===== src/rtl/stepper_ramp_ctrl.sv =====
// Stepper motor sequencer: valid/ready move commands, wave/full/half-step coil drive,
// trapezoidal accel/decel step-rate ramp, absolute position tracking and abort.
module stepper_ramp_ctrl #(
    parameter int unsigned STEP_W     = 16,
    parameter int unsigned DIV_W      = 16,
    parameter int unsigned ACCEL_STEP = 16
) (
    input  logic              clk,
    input  logic              rst_n,
    input  logic              ena,
    input  logic              cmd_valid,
    output logic              cmd_ready,
    input  logic [STEP_W-1:0] cmd_steps,
    input  logic              cmd_dir,
    input  logic [1:0]        cmd_mode,
    input  logic [DIV_W-1:0]  cmd_start_period,
    input  logic [DIV_W-1:0]  cmd_min_period,
    input  logic              abort,
    input  logic              hold_en,
    output logic [3:0]        coils,
    output logic              step_pulse,
    output logic              busy,
    output logic              done,
    output logic              aborted,
    output logic [STEP_W-1:0] position,
    output logic [STEP_W-1:0] steps_left
);

    localparam int unsigned   RW    = DIV_W + 1;
    localparam logic [RW-1:0] ACC_W = RW'(ACCEL_STEP);

    localparam logic [0:0] ST_IDLE = 1'b0;
    localparam logic [0:0] ST_RUN  = 1'b1;

    logic [0:0]        state_q, state_d;
    logic [2:0]        idx_q;
    logic [STEP_W-1:0] position_q, steps_left_q, ramp_cnt_q;
    logic [DIV_W-1:0]  period_q, timer_q, start_q, min_q;
    logic              dir_q;
    logic [1:0]        mode_q;
    logic              done_q, step_pulse_q, aborted_q;

    logic              in_run, accept, timer_hit, step_fire, last_step;
    logic [STEP_W-1:0] rem;
    logic [DIV_W-1:0]  min_eff, start_eff, period_up, period_dn;
    logic [RW-1:0]     sum_up, min_plus;
    logic [2:0]        idx_inc, idx_raw, idx_nx;
    logic [3:0]        pattern;

    // Command decode, step timing, ramp arithmetic and phase advance
    always_comb begin
        in_run    = (state_q == ST_RUN);
        accept    = cmd_valid && !in_run;
        timer_hit = (timer_q == (period_q - DIV_W'(1)));
        step_fire = in_run && ena && !abort && timer_hit;
        rem       = steps_left_q - STEP_W'(1);
        last_step = (rem == '0);

        min_eff   = (cmd_min_period == '0) ? DIV_W'(1) : cmd_min_period;
        start_eff = (cmd_start_period > min_eff) ? cmd_start_period : min_eff;

        // One extra bit of headroom so the ramp saturates at its bounds instead of wrapping
        sum_up    = RW'(period_q) + ACC_W;
        period_up = (sum_up > RW'(start_q)) ? start_q : sum_up[DIV_W-1:0];
        min_plus  = RW'(min_q) + ACC_W;
        period_dn = (RW'(period_q) <= min_plus) ? min_q : DIV_W'(RW'(period_q) - ACC_W);

        idx_inc = (mode_q == 2'b10) ? 3'd1 : 3'd2;
        idx_raw = dir_q ? (idx_q + idx_inc) : (idx_q - idx_inc);
        case (mode_q)
            2'b10:   idx_nx = idx_raw;
            2'b00:   idx_nx = {idx_raw[2:1], 1'b0};
            default: idx_nx = {idx_raw[2:1], 1'b1};
        endcase
    end

    // Next-state logic
    always_comb begin
        state_d = state_q;
        case (state_q)
            ST_IDLE: if (accept && (cmd_steps != '0)) state_d = ST_RUN;
            ST_RUN: begin
                if (abort)                       state_d = ST_IDLE;
                else if (step_fire && last_step) state_d = ST_IDLE;
            end
            default: state_d = ST_IDLE;
        endcase
    end

    always_ff @(posedge clk or negedge rst_n) begin
        if (!rst_n) state_q <= ST_IDLE;
        else        state_q <= state_d;
    end

    // Move datapath: command latch, timer, position and ramp state
    always_ff @(posedge clk or negedge rst_n) begin
        if (!rst_n) begin
            idx_q        <= '0;
            position_q   <= '0;
            steps_left_q <= '0;
            ramp_cnt_q   <= '0;
            period_q     <= '0;
            timer_q      <= '0;
            start_q      <= '0;
            min_q        <= '0;
            dir_q        <= 1'b0;
            mode_q       <= '0;
            done_q       <= 1'b0;
            step_pulse_q <= 1'b0;
            aborted_q    <= 1'b0;
        end else begin
            done_q       <= 1'b0;
            step_pulse_q <= 1'b0;
            if (accept) begin
                dir_q        <= cmd_dir;
                mode_q       <= cmd_mode;
                start_q      <= start_eff;
                min_q        <= min_eff;
                period_q     <= start_eff;
                ramp_cnt_q   <= '0;
                timer_q      <= '0;
                steps_left_q <= cmd_steps;
                aborted_q    <= 1'b0;
                if (cmd_steps == '0) done_q <= 1'b1;
            end else if (in_run) begin
                if (abort) begin
                    done_q    <= 1'b1;
                    aborted_q <= 1'b1;
                end else if (ena) begin
                    if (timer_hit) begin
                        timer_q      <= '0;
                        idx_q        <= idx_nx;
                        position_q   <= dir_q ? (position_q + STEP_W'(1))
                                              : (position_q - STEP_W'(1));
                        steps_left_q <= rem;
                        step_pulse_q <= 1'b1;
                        if (last_step) begin
                            done_q <= 1'b1;
                        end else if (rem <= ramp_cnt_q) begin
                            period_q   <= period_up;
                            ramp_cnt_q <= ramp_cnt_q - STEP_W'(1);
                        end else if (period_q > min_q) begin
                            period_q   <= period_dn;
                            ramp_cnt_q <= ramp_cnt_q + STEP_W'(1);
                        end
                    end else begin
                        timer_q <= timer_q + DIV_W'(1);
                    end
                end
            end
        end
    end

    // Phase table
    always_comb begin
        case (idx_q)
            3'd0:    pattern = 4'b1000;
            3'd1:    pattern = 4'b1100;
            3'd2:    pattern = 4'b0100;
            3'd3:    pattern = 4'b0110;
            3'd4:    pattern = 4'b0010;
            3'd5:    pattern = 4'b0011;
            3'd6:    pattern = 4'b0001;
            default: pattern = 4'b1001;
        endcase
    end

    assign busy       = in_run;
    assign cmd_ready  = ~in_run;
    assign coils      = (in_run || hold_en) ? pattern : 4'b0000;
    assign step_pulse = step_pulse_q;
    assign done       = done_q;
    assign aborted    = aborted_q;
    assign position   = position_q;
    assign steps_left = steps_left_q;

endmodule


===== config.mk =====
export PLATFORM = sky130hd
export DESIGN_NAME = stepper_ramp_ctrl
export DESIGN_NICKNAME = d
export VERILOG_FILES = /design/src/rtl/stepper_ramp_ctrl.sv
export SDC_FILE = /design/constraint.sdc
export NUM_CORES = 1
export LEC_CHECK = 0
export ABC_AREA = 0
export CAP_MARGIN = 20
export CORE_MARGIN = 5
export CORE_UTILIZATION = 45
export CTS_BUF_LIST = sky130_fd_sc_hd__clkbuf_16
export DETAILED_ROUTE_END_ITERATION = 6
export PLACE_DENSITY = 0.68
export SYNTH_ARGS = -nofsm -noshare
export SYNTH_HDL_FRONTEND = slang
export SYNTH_SLANG_ARGS = --single-unit

===== constraint.sdc =====
create_clock -name clk -period 5.62 [get_ports clk]
set_input_delay 1.124 -clock clk [delete_from_list [all_inputs] [get_ports clk]]
set_output_delay 1.124 -clock clk [all_outputs]
set_load 0.01 [all_outputs]

==> metrics.yaml, run 1 <==
outcome: "finished clean"
routedWlPerCell_um: 17.50
peakVddDrop_mv: 0.1732
finalSetupViolCount: 0
post-route-util_pct: 53.80
synth_edf_count: 0
die_area_um2: 25960
synth.area.top_cells: "dfrtp_1, ha_1, o21ai_0"
finalMaxSlewViolations: 0
fmax_mhz: 189.8
fin_area_um2: 12140
max_slew_margin_pct: 38.56
grt_pass1_wl_um: 46160
area_delta_synth_final_pct: 18.16
track_usage_pct: 21.58
cts_hold_buffers: 0
intPower_w: 0.002454
required_ns: 5.97
slowest_stage: "or4_1"
yosysWarnings: 0
critical-path-top-delay-family: "compound AO/OA/AOI/OAI gates"
antenna_found_initial: 0
finalCritPeriodShare_pct: 93.76
via_count: 9455
finalHoldViolations: 0
tightest_slew_ns: 0.9216
dp_hpwl_um: 21190
synth_ff_type: "dfrtp_1"
htree_levels: 4
netlist_area_um2: 10280
core_um2: 22570
end_kind: "register"
ys_ff_latch: 122
viasPerCell: 5.880
drc: 0
antenna_cells: 0
clkPwrFrac_pct: 26.0
synth_top_area_share_pct: 29.71
min_period_ns: 5.270
slowest_delay_ns: 0.63
synthesis.nets: 1406
cts_buffer_depth: 2
cts_root_buf: "clkbuf_16"
power.density_nw_per_um2: 347.3
grt_setup_unrepaired: "no"
io_pins: 98
preCtsSetupSlack_ns: -0.03614
grt_pass1_vias: 9168
cts_buffers: 17
port_buffers: 97
cp_data_arrival_time_ns: 5.62
ant_nets: 0
finalSetupTns_ns: 0
die_w_um: 161.1
yosysSeqAreaShare_pct: 29.71
synth_top_cell_by_area: "dfrtp_1"
p_seq_share_pct: 28.8
drt_first_pass_iters: 5
netSwitchingPower_w: 0.001764
syn_inst: 1231
drive_gt1_share_pct: 5.820
p_sw_share_pct: 41.81
cap_violations: 0
n_fill_cell: 2132
avgSynthCellArea_um2: 8.349
async_reset_ff_share_pct: 100.0
clkTransAtPathRegs_ns: 0.06
nets: 1486
crit_chain: "or4_1, nor4_2, nand2_1, xnor2_1, ha_1, a21oi_1, o21ai_0, a2111oi_1, a31o_2, buf_4, ha_1, o211ai_1, o211ai_1, a2111oi_2, nor4_1, o31ai_1, xnor2_1, or3_1, o21ai_1"
cts_tree: "built"
path_buf_inv: 1
grt_max_degree: 69
overflow: 0
crit_type: "register to register"
pwr-share-comb_pct: 45.2
finClkSkew_ns: 0.007773
place_area_um2: 11520
placementRows: 55
path_max_fanout: 8
start_util_pct: 45.53
setup_ws_ns: 0.3504
fp.dieH_um: 161.1
cts_sinks: 122
timing.hold.ws_ns: 0.4805
initialDrtViolationCount: 738
power_leakage_nw: 5.428
worstSkewPairLatency_ns: 0.43
routed_wl_um: 28140
gp_congestion: 0.8980
critPathLaunchType: "register"
synthDistinctLibCells: 69
hp-class: "register to register"
## metrics by stage
stage / total power, W / std cells
floorplan: 0.002524 / 1231
global placement: 0.003052 / 1575
detailed placement: 0.003083 / 1575
CTS: 0.004196 / 1606
global route: 0.004521 / 1608
finish: 0.004218 / 1608
## area by class of cell
class	instances	area (um2)	area share, %
multi-input combinational	963	6701	55.18
sequential	122	3053	25.14
timing repair buffer	118	1126	9.273
clock buffer	17	425.4	3.503
tap	285	356.6	2.936
inverter	89	334.1	2.751
clock inverter	14	147.6	1.216
## cells in the final DEF, fill, tap and decap left out, types with 38 or more instances in the layout
master	n
nand3_1	40
a21oi_1	83
nor3_1	55
o21ai_0	104
ha_1	115
xnor2_1	59
clkdlybuf4s50_1	96
dfrtp_1	122
nand2_1	104
inv_1	88
nor2_1	62
xor2_1	38
## cells in the mapped netlist, types with 12 or more instances
library cell and n:
nor2_1 62, o22ai_1 12, a21o_1 25, nor4_1 20
dfrtp_1 122, and3_1 24, a21oi_1 83, nand3_1 40
nor3_1 56, o21ai_0 105, mux2i_1 12, nand4_1 23
xor2_1 38, nand2_1 105, a221o_1 16, a211oi_1 15
ha_1 115, clkbuf_1 40, o211ai_1 12, xnor2_1 59
inv_1 88
## state kept, by name, indices dropped and copies added (netlist names)
register	cells
busy	1
aborted	1
dir_q	1
step_pulse	1
idx_q	3
min_q	16
ramp_cnt_q	16
mode_q	2
start_q	16
timer_q	16
position	16
done	1
period_q	16
steps_left	16
## worst register-to-register path, cell delays in order, from the launching register on
cell and delay, ns:
dfrtp_1 0.45, or4_1 0.63, nor4_2 0.31, nand2_1 0.12
xnor2_1 0.20, ha_1 0.29, a21oi_1 0.18, o21ai_0 0.12
a2111oi_1 0.38, a31o_2 0.29, buf_4 0.15, ha_1 0.27
o211ai_1 0.21, o211ai_1 0.15, a2111oi_2 0.46, nor4_1 0.14
o31ai_1 0.32, xnor2_1 0.12, or3_1 0.31, o21ai_1 0.08
## logic make-up after synthesis
family / Yosys count / share of synthesized area (%)
compound gates: 343 / 21.22
buf+inv: 146 / 5.576
flops: 122 / 29.71
simple gates: 390 / 19.15
mux: 15 / 1.497
fa+ha+maj: 118 / 14.58
xor+xnor: 97 / 8.266
## path summary, 6_finish.rpt
path | startpoint | endpoint | slack, ns | cells past startpoint
max | steps_left[8] | ramp_cnt_q[15] | 0.35 | 19
min | start_q[6] | start_q[6] | 0.48 | 1
max reg2reg | steps_left[8] | ramp_cnt_q[15] | 0.35 | 19
min reg2reg | start_q[6] | start_q[6] | 0.48 | 1
max in group asynchronous | rst_n | start_q[6] | 4.04 | 2
min in group asynchronous | rst_n | min_q[14] | 0.49 | 1
## timing repair
action	CTS	global route
endpoints found under the setup margin	1	10
pin swaps	0	2
gates resized for setup	1	8
buffers inserted	0	2
## metal layers
metal	vias up	wire (um)	track usage, %
met5	-	0	0
met4	0	580	6.049
met3	43	1440	4.338
met2	252	13240	35.63
met1	4517	12880	28.93
li1	4643	-	-
## power by group through the flow
stage               sequential (W)  clock [W]  combinational (W)
finish                     0.00122    0.00110            0.00191
global route               0.00123    0.00115            0.00214
CTS                        0.00121    0.00111            0.00188
detailed placement         0.00122          0            0.00186
global placement           0.00122          0            0.00183
floorplan                  0.00113          0            0.00139
(Power assumes the default switching activity.)
==> run 2, diff against run 1 <==
ABC_AREA = unset   (was 0)
==> results of run 2 <==
Same layout as run 1: the final DEF is identical, and so are final timing and power.
==> run 3, diff against run 2 <==
CELL_PAD_IN_SITES_DETAIL_PLACEMENT = 1   (was unset)
CELL_PAD_IN_SITES_GLOBAL_PLACEMENT = 2   (was unset)
CORE_UTILIZATION = 32   (was 45)
CTS_CLUSTER_DIAMETER = 60   (was unset)
PLACE_DENSITY = unset   (was 0.68)
PLACE_DENSITY_LB_ADDON = 0.1   (was unset)
==> run 3 against run 2 <==
Net effect:
- clock power increased by 9%
- combinational power increased by 7%
- die area up 38%
- sequential share of layout area fell by 0.63 points
- maximum frequency about the same
- critical path depth up 1
- core utilization decreased by 14 points
- final cell count up 8.1%
- worst setup slack worse by 0.0050 ns
- highest routed layer unchanged
==> metrics.yaml, run 3 (same netlist as run 1, synthesis figures left out) <==
die_area_um2: 35800  # +38%
htree_levels: 4  # unchanged
fmax_mhz: 189.6  # about the same
nets: 1498  # +0.81%
netSwitchingPower_w: 0.001858  # +5.3%
place_area_um2: 11760  # +2.1%
outcome: "finished clean"
startpoint: "steps_left[10]"
power.density_nw_per_um2: 356.4  # +2.6%
cts_sinks: 122  # unchanged
grt_pass1_vias: 9893  # +7.9%
cts_buffer_depth: 2  # unchanged
pwr-share-comb_pct: 46.2  # +1.0 points
cts_root_buf: "clkbuf_16"
power_w: 0.004439  # +5.2%
setup_ws_ns: 0.3455  # -0.004967 ns
end_kind: "register"
antenna_cells: 0  # unchanged
n_fill_cell: 3718  # +74%
fp.dieH_um: 189.2  # +17%
clkPwrFrac_pct: 27.1  # +1.1 points
die_w_um: 189.2  # +17%
multiInputGateArea_um2: 6723  # +0.32%
tightest_slew_ns: 0.8679  # -0.05368 ns
worstSkewPairLatency_ns: 0.44  # about the same
p_seq_share_pct: 26.8  # -2.0 points
power_leakage_nw: 5.517  # +1.6%
cp_data_arrival_time_ns: 5.63  # about the same
drive_gt1_share_pct: 6.811  # +0.99 points
finalMaxSlewViolations: 0  # unchanged
hold_start: "start_q[7]"
drt_first_pass_iters: 4  # -1
io_pins: 98  # unchanged
cts_buffers: 17  # unchanged
peakVddDrop_mv: 0.2470  # +43%
crit_type: "register to register"
routedWlPerCell_um: 19.57  # +12%
routed_wl_um: 34010  # +21%
fin_area_um2: 12460  # +2.6%
ant_nets: 0  # unchanged
drc: 0  # unchanged
required_ns: 5.98  # about the same
hp-class: "register to register"
layout_commonest_cell: "dfrtp_1"
seq_area_um2: 3053  # unchanged
preCtsSetupSlack_ns: 0.06009  # +0.09622 ns
intPower_w: 0.002581  # +5.2%
grt_max_degree: 85  # +23%
layout_common_cells: "dfrtp_1, ha_1, o21ai_0"
cap_violations: 0  # unchanged
core_um2: 31640  # +40%
via_count: 9363  # -0.97%
finalSetupViolCount: 0  # unchanged
grt_pass1_wl_um: 54970  # +19%
track_usage_pct: 19.12  # -2.5 points
critPathLaunchType: "register"
placementRows: 65  # +18%
clkTransAtPathRegs_ns: 0.06  # about the same
initialDrtViolationCount: 348  # -53%
r2r-start: "steps_left[10]"
finalCritPeriodShare_pct: 93.85  # about the same
area_delta_synth_final_pct: 21.21
finClkSkew_ns: 0.01050  # +0.002727 ns
p_sw_share_pct: 41.85  # about the same
viasPerCell: 5.387  # -8.4%
cts_hold_buffers: 0  # unchanged
dp_hpwl_um: 26450  # +25%
gp_congestion: 0.8067  # -10%
path_max_fanout: 12  # +4
min_period_ns: 5.275  # +0.004967 ns
cts_tree: "built"
antenna_found_initial: 0  # unchanged
overflow: 0  # unchanged
r2r_setup_slack_ns: 0.35  # about the same
port_buffers: 97  # unchanged
finalHoldViolations: 0  # unchanged
max_slew_margin_pct: 41.60  # +3.0 points
start_util_pct: 32.49  # -13 points
post-route-util_pct: 39.38  # -14 points
## run 3: power by group through the flow
stage	sequential (W)	combinational, W	clock, W
finish	0.00119	0.00205	0.00120
detailed placement	0.00120	0.00203	0
global placement	0.00120	0.00200	0
CTS	0.00119	0.00205	0.00123
floorplan	0.00113	0.00139	0
global route	0.00121	0.00231	0.00128
## run 3: area by class of cell
cell class                 count  area share (%)
multi-input combinational    963           53.97
inverter                      89           2.682
clock inverter                15           1.597
tap                          402           4.038
timing repair buffer         130           9.793
sequential                   122           24.51
clock buffer                  17           3.415
## run 3: per-stage QoR
stage	std cells	setup TNS [ns]	hold WS, ns
after detailed placement	1703	0	0.4716
after global placement	1703	0	0.4675
after CTS	1735	0	0.4855
final	1738	0	0.4850
after global routing	1738	-0.008753	0.5070
after floorplan	1231	0	0.4495
## run 3: critical path, stage by stage, from the launching register on
cell and delay (ns):
dfrtp_1 0.41, or4_1 0.67, nor4_4 0.25, nand2_1 0.11, xnor2_1 0.18, ha_1 0.28
a21oi_1 0.17, o21ai_0 0.12, a2111oi_1 0.41, a31o_2 0.35, buf_4 0.24, ha_1 0.29
nand2_1 0.09, a21boi_0 0.12, a2111oi_1 0.44, buf_4 0.18, nor4_1 0.06, o31ai_1 0.30
xnor2_1 0.12, or3_1 0.31, o21ai_1 0.07
## run 3: final timing paths
| kind | end | cells past startpoint |
|---|---|---|
| setup / recovery | ramp_cnt_q[15] | 20 |
| hold / removal | start_q[7] | 2 |
| setup reg to reg | ramp_cnt_q[15] | 20 |
| hold reg to reg | start_q[7] | 2 |
| max in group asynchronous | timer_q[3] | 2 |
| min in group asynchronous | min_q[12] | 1 |
## run 3: per-layer routing
| layer | track usage [%] | vias up | wire length, um |
|---|---|---|---|
| met2 | 33.09 | 95 | 16560 |
| met5 | 0 | - | 0 |
| li1 | - | 4664 | - |
| met1 | 24.87 | 4581 | 15950 |
| met3 | 3.909 | 23 | 1072 |
| met4 | 3.868 | 0 | 428 |
## run 3: repair_timing
item	4_1_cts	5_1_grt
setup endpoints to repair	0	8
buffers inserted	0	3
gates resized for setup	0	12
